[src/rtl/ecpeta_error_recovery.sv]
// Digit-serial exact re-adder that checks and repairs an ECPETA approximate sum.
// Optional statistics counters are built only when ECPETA_ERR_STATS_EN is defined.
module ecpeta_error_recovery #(
  parameter int unsigned N     = 16,
  parameter int unsigned K     = 8,
  parameter int unsigned DIGIT = 4,
  parameter int unsigned CNT_W = 16
) (
  input  logic               clk_i,
  input  logic               rst_ni,
  input  logic               in_valid_i,
  output logic               in_ready_o,
  input  logic [N-1:0]       a_i,
  input  logic [N-1:0]       b_i,
  input  logic [N-1:0]       approx_sum_i,
  output logic               out_valid_o,
  input  logic               out_ready_i,
  output logic [N-1:0]       exact_sum_o,
  output logic               exact_cout_o,
  output logic [N:0]         err_o,
  output logic               mismatch_o,
  output logic               err_in_upper_o,
  output logic [CNT_W-1:0]   err_cnt_o,
  output logic [CNT_W+N-1:0] abs_err_acc_o
);

  localparam int unsigned NumDigits = N / DIGIT;
  localparam int unsigned DigW      = (NumDigits > 1) ? $clog2(NumDigits) : 1;

  typedef enum logic [1:0] {StIdle, StAdd, StCmp, StDone} state_e;

  state_e          state_q;
  logic            in_ready_q;
  logic            out_valid_q;
  logic [N-1:0]    a_q;
  logic [N-1:0]    b_q;
  logic [N-1:0]    approx_q;
  logic            carry_q;
  logic [DigW-1:0] dig_q;
  logic [N-1:0]    exact_sum_q;
  logic            exact_cout_q;
  logic [N:0]      err_q;
  logic            mismatch_q;
  logic            upper_q;

  logic [DIGIT:0]  dig_sum;
  logic [N:0]      err_calc;
  logic            mismatch_calc;
  logic            upper_calc;

  always_comb begin
    dig_sum = {1'b0, a_q[dig_q*DIGIT +: DIGIT]} + {1'b0, b_q[dig_q*DIGIT +: DIGIT]}
              + {{DIGIT{1'b0}}, carry_q};
    // err uses the truncated sum, so overflow never leaks into the error distance
    err_calc      = {1'b0, exact_sum_q} - {1'b0, approx_q};
    mismatch_calc = (exact_sum_q != approx_q);
    upper_calc    = (exact_sum_q[N-1 -: K] != approx_q[N-1 -: K]);
  end

  always_ff @(posedge clk_i) begin
    if (!rst_ni) begin
      state_q      <= StIdle;
      in_ready_q   <= 1'b0;
      out_valid_q  <= 1'b0;
      a_q          <= '0;
      b_q          <= '0;
      approx_q     <= '0;
      carry_q      <= 1'b0;
      dig_q        <= '0;
      exact_sum_q  <= '0;
      exact_cout_q <= 1'b0;
      err_q        <= '0;
      mismatch_q   <= 1'b0;
      upper_q      <= 1'b0;
    end else begin
      unique case (state_q)
        StIdle: begin
          if (in_valid_i && in_ready_q) begin
            a_q        <= a_i;
            b_q        <= b_i;
            approx_q   <= approx_sum_i;
            carry_q    <= 1'b0;
            dig_q      <= '0;
            in_ready_q <= 1'b0;
            state_q    <= StAdd;
          end else begin
            in_ready_q <= 1'b1;
          end
        end
        StAdd: begin
          exact_sum_q[dig_q*DIGIT +: DIGIT] <= dig_sum[DIGIT-1:0];
          carry_q <= dig_sum[DIGIT];
          dig_q   <= dig_q + DigW'(1);
          if (dig_q == DigW'(NumDigits - 1)) begin
            exact_cout_q <= dig_sum[DIGIT];
            state_q      <= StCmp;
          end
        end
        StCmp: begin
          err_q       <= err_calc;
          mismatch_q  <= mismatch_calc;
          upper_q     <= upper_calc;
          out_valid_q <= 1'b1;
          state_q     <= StDone;
        end
        StDone: begin
          if (out_ready_i) begin
            out_valid_q <= 1'b0;
            in_ready_q  <= 1'b1;
            state_q     <= StIdle;
          end
        end
        default: state_q <= StIdle;
      endcase
    end
  end

  assign in_ready_o     = in_ready_q;
  assign out_valid_o    = out_valid_q;
  assign exact_sum_o    = exact_sum_q;
  assign exact_cout_o   = exact_cout_q;
  assign err_o          = err_q;
  assign mismatch_o     = mismatch_q;
  assign err_in_upper_o = upper_q;

`ifdef ECPETA_ERR_STATS_EN
  logic [CNT_W-1:0]   err_cnt_q;
  logic [CNT_W+N-1:0] abs_acc_q;
  logic [N:0]         err_neg;
  logic [N-1:0]       abs_err;
  logic [CNT_W+N:0]   acc_sum;

  // |err| always fits in N bits because err is bounded by 2^N-1 in magnitude
  always_comb begin
    err_neg = -err_calc;
    abs_err = err_calc[N] ? err_neg[N-1:0] : err_calc[N-1:0];
    acc_sum = {1'b0, abs_acc_q} + {{(CNT_W+1){1'b0}}, abs_err};
  end

  always_ff @(posedge clk_i) begin
    if (!rst_ni) begin
      err_cnt_q <= '0;
      abs_acc_q <= '0;
    end else if (state_q == StCmp) begin
      if (mismatch_calc && (err_cnt_q != '1)) begin
        err_cnt_q <= err_cnt_q + CNT_W'(1);
      end
      abs_acc_q <= acc_sum[CNT_W+N] ? '1 : acc_sum[CNT_W+N-1:0];
    end
  end

  assign err_cnt_o     = err_cnt_q;
  assign abs_err_acc_o = abs_acc_q;
`else
  assign err_cnt_o     = '0;
  assign abs_err_acc_o = '0;
`endif

endmodule
[config.mk]
export PLATFORM = sky130hd
export DESIGN_NAME = ecpeta_error_recovery
export DESIGN_NICKNAME = d
export VERILOG_FILES = /design/src/rtl/ecpeta_error_recovery.sv
export SDC_FILE = /design/constraint.sdc
export NUM_CORES = 1
export LEC_CHECK = 0
export CORE_AREA = 3 3 107 109
export DETAILED_ROUTE_END_ITERATION = 8
export DIE_AREA = 0 0 110 112
export PLACE_DENSITY = 0.9
export SYNTH_ARGS = -nofsm -noshare
export SYNTH_HDL_FRONTEND = slang
export SYNTH_SLANG_ARGS = --single-unit
[constraint.sdc]
create_clock -name clk_i -period 3.6 [get_ports clk_i]
set_clock_uncertainty 0.05 [all_clocks]
set_input_delay 0.72 -clock clk_i [delete_from_list [all_inputs] [get_ports clk_i]]
set_output_delay 0.72 -clock clk_i [all_outputs]
set_load 0.02 [all_outputs]
==> results.cfg <==
[min_path]
hold_path_startpoint = err_o[11]
worstHoldPathType = reg2reg
worstHoldEndpoint = err_o[11]
min_delay_path_depth = 2

[placed_design]
buffer_ports.inserted = 89
place_congestion = 0.872
detailed_place_hpwl_um = 9470

[clock_tree]
tritoncts = yes
number_of_buffers_on_the_longest_clock_path = 2
post-cts-setup-buffers = 0
post_cts_resize_count = 0
clockRootBuffer = sky130_fd_sc_hd__clkbuf_8
htreeDepth = 3
clk_latency_ps = 370
cts_inserted_buffers = 9
cts-hold-fix-buffers = 0
clock_sink_count = 91
clkSlewWorstSetupHoldPaths_ps = 90

[sta]
grt_setup_unrepaired = false
worst-slew-pin-transition_ps = 834
finalHoldViolations = 0
setup_viol_count_final = 0
slew_viol_final = 0
relSlewSlack_pct = 43.6
layout_min_cycle_time_ps = 2700
clock.fmax_mhz = 370
final_min_period_over_clock_period_pct = 75.0
finalSetupTns_ps = 0

[die]
row_count = 38
initial_core_util_pct = 48.2
num_io_pins = 138
core_area_um2 = 10700
fp.dieArea_um2 = 12300
die_h_um = 112
die-width_um = 110

[logic_synthesis]
post_synth_edffs = 0
post-synth-top-count-cell = sky130_fd_sc_hd__nand2_1
synth_largest_type_area_fraction_pct = 35.3
synth-seq-cells = 91
number_of_distinct_library_cell_variants_in_the_gate_level_netlist_after_synthesis = 64
synth.cell_area_um2 = 5150
synth_top_area_cell = sky130_fd_sc_hd__dfxtp_1
synth_area_per_cell_um2 = 8.63
netlist_instances = 597
async_reset_ff_share_pct = 0
number_of_synthesis_warnings = 0
synthTopCellsByCount = sky130_fd_sc_hd__nand2_1 (126), sky130_fd_sc_hd__dfxtp_1 (91), sky130_fd_sc_hd__a21boi_0 (50)
synth_flop_cell = sky130_fd_sc_hd__dfxtp_1
yosys-top-cells-area = sky130_fd_sc_hd__dfxtp_1 (35%), sky130_fd_sc_hd__nand2_1 (9.2%), sky130_fd_sc_hd__a21boi_0 (7.3%), sky130_fd_sc_hd__ha_1 (7.0%), sky130_fd_sc_hd__buf_4 (7.0%)
ys_seq_area_share_pct = 35.3

[power_and_ir_drop]
power-per-cell-area_nw_per_um2 = 573
p_sw_mw = 1.29
clkPwrFrac_pct = 24.8
p_leak_nw = 2.37
combPwrFrac_pct = 39.6
design_power_total_mw = 3.53
internal-power_mw = 2.24
power.ir.vdd_worst_v = 0.000255
power.switching_fraction_pct = 36.5
power.sequential.fraction_pct = 35.6

[critical_path]
endpoint_kind = register
worst-r2r-cell-count = 9
critPathRequiredTime_ps = 3820
setup.worst_path.class = reg2reg
crit-reg2reg-capture = carry_q
start_kind = register
setup.reg_to_reg.worst_slack_ps = 900
crit-reg2reg-launch = dig_q[0]
worstPathMaxFanout = 9
crit_arrival_ps = 2920

[routing]
drtPass1Iterations = 4
starting_drt_drc_count = 220
remaining_drc_errors = 0
wirelength_um = 12000
drt-vias-per-instance = 5.09
routed_wire_length_per_instance_um = 14.7
route.antenna.remaining_nets = 0
overall_via_count_from_detail_route = 4151

[cells_and_area]
insertedDiodeCount = 0
final_layout_size_suffix_gt1_share_pct = 6.52
syn_to_final_growth_pct = 19.6
final_nets = 754
finalCoreUtilization_pct = 57.6
layout.filler_cells = 986

[global_routing]
global_route_wire_length_before_repair_um = 19400
remaining_overflow_grt = 0
grt_pass1_vias = 4121
antenna_found_initial = 0
grt_max_degree = 59
total_grt_usage_pct = 19.9

[run]
max_cap_violation_count = 0

[outcome]
status = finished clean
[power groups by stage]
| stage | logic, mW | registers, mW | clock network [mW] |
|---|---|---|---|
| floorplan | 0.986 | 1.32 | 0 |
| global placement | 1.35 | 1.27 | 0 |
| detailed placement | 1.39 | 1.28 | 0 |
| CTS | 1.40 | 1.26 | 0.892 |
| global route | 1.55 | 1.28 | 0.926 |
| finish | 1.40 | 1.26 | 0.876 |
[final cells by class]
class | count | area (um^2) | share of cell area, %
clock buffer | 11 | 151 | 2.46
clock inverter | 5 | 108 | 1.75
inverter | 30 | 113 | 1.83
multi-input combinational | 444 | 2870 | 46.6
sequential | 91 | 1820 | 29.5
tap | 140 | 175 | 2.84
timing repair buffer | 94 | 923 | 15.0
[cell usage in the layout (no fill, tap or decap), drive strengths merged, types with 5 or more instances in the layout]
master           n
a21boi          50
clkbuf          11
o21ai           18
mux4             8
nand4            5
clkdlybuf4s50   88
inv             31
dfxtp           91
nor2b           30
mux2i            5
xnor2            8
buf              6
nand2          126
nand3           10
a22oi           17
a21oi           22
nor2             6
conb            48
ha              29
[worst max-delay path, cell delays in order (launching register included)]
cell and delay, ps:
sky130_fd_sc_hd__dfxtp_1 660, sky130_fd_sc_hd__mux4_2 590, sky130_fd_sc_hd__fa_1 430, sky130_fd_sc_hd__inv_1 80
sky130_fd_sc_hd__fa_1 210, sky130_fd_sc_hd__nor2b_1 60, sky130_fd_sc_hd__o21ai_0 170, sky130_fd_sc_hd__nand2b_1 100
sky130_fd_sc_hd__a32oi_1 200, sky130_fd_sc_hd__nor2b_1 60
[sequential cells by signal (all words and copies together), names as in the netlist]
register / cells
carry_q: 1
approx_q: 16
state_q: 2
exact_sum_o: 16
exact_cout_o: 1
mismatch_o: 1
out_valid_o: 1
err_in_upper_o: 1
dig_q: 2
in_ready_o: 1
a_q: 16
err_o: 17
b_q: 16
[metal layers]
layer  vias up  share of wire, %  routed length, um  track usage [%]
li1       2087                 -                  -                -
met1      1920                40               4800             23.5
met2       117                53               6370             35.2
met3        27               4.7                559             3.42
met4         0               2.2                268             7.98
met5         -                 0                  0                0
[metrics by stage]
stage	instances	hold WS (ps)	area [um^2]	setup WS, ps
final	815	398	6170	899
after global routing	815	444	6170	655
after CTS	815	404	6170	863
after detailed placement	799	391	5910	884
after global placement	799	383	5910	978
after floorplan	644	390	5330	1020
[cells by family after synthesis]
| group | count (synthesis) | synth area share (%) |
|---|---|---|
| AND/OR/NAND/NOR | 205 | 18.9 |
| multiplexers | 14 | 4.69 |
| AO/OA/AOI/OAI | 134 | 18.5 |
| adder cells (fa/ha/maj) | 32 | 8.21 |
| buffers and inverters | 109 | 12.4 |
| other | 1 | 0.0728 |
| flip-flops | 91 | 35.3 |
| XOR/XNOR | 11 | 1.87 |
[worst max path at each step]
| stage | cells past startpoint | to | start |
|---|---|---|---|
| after detailed placement | 9 | carry_q | dig_q[0] |
| after CTS | 9 | carry_q | dig_q[0] |
| after global routing | 9 | carry_q | dig_q[0] |
| final | 9 | carry_q | dig_q[0] |
| after global placement | 9 | carry_q | dig_q[0] |
| after floorplan | 10 | carry_q | dig_q[0] |
(Power assumes the default switching activity.)
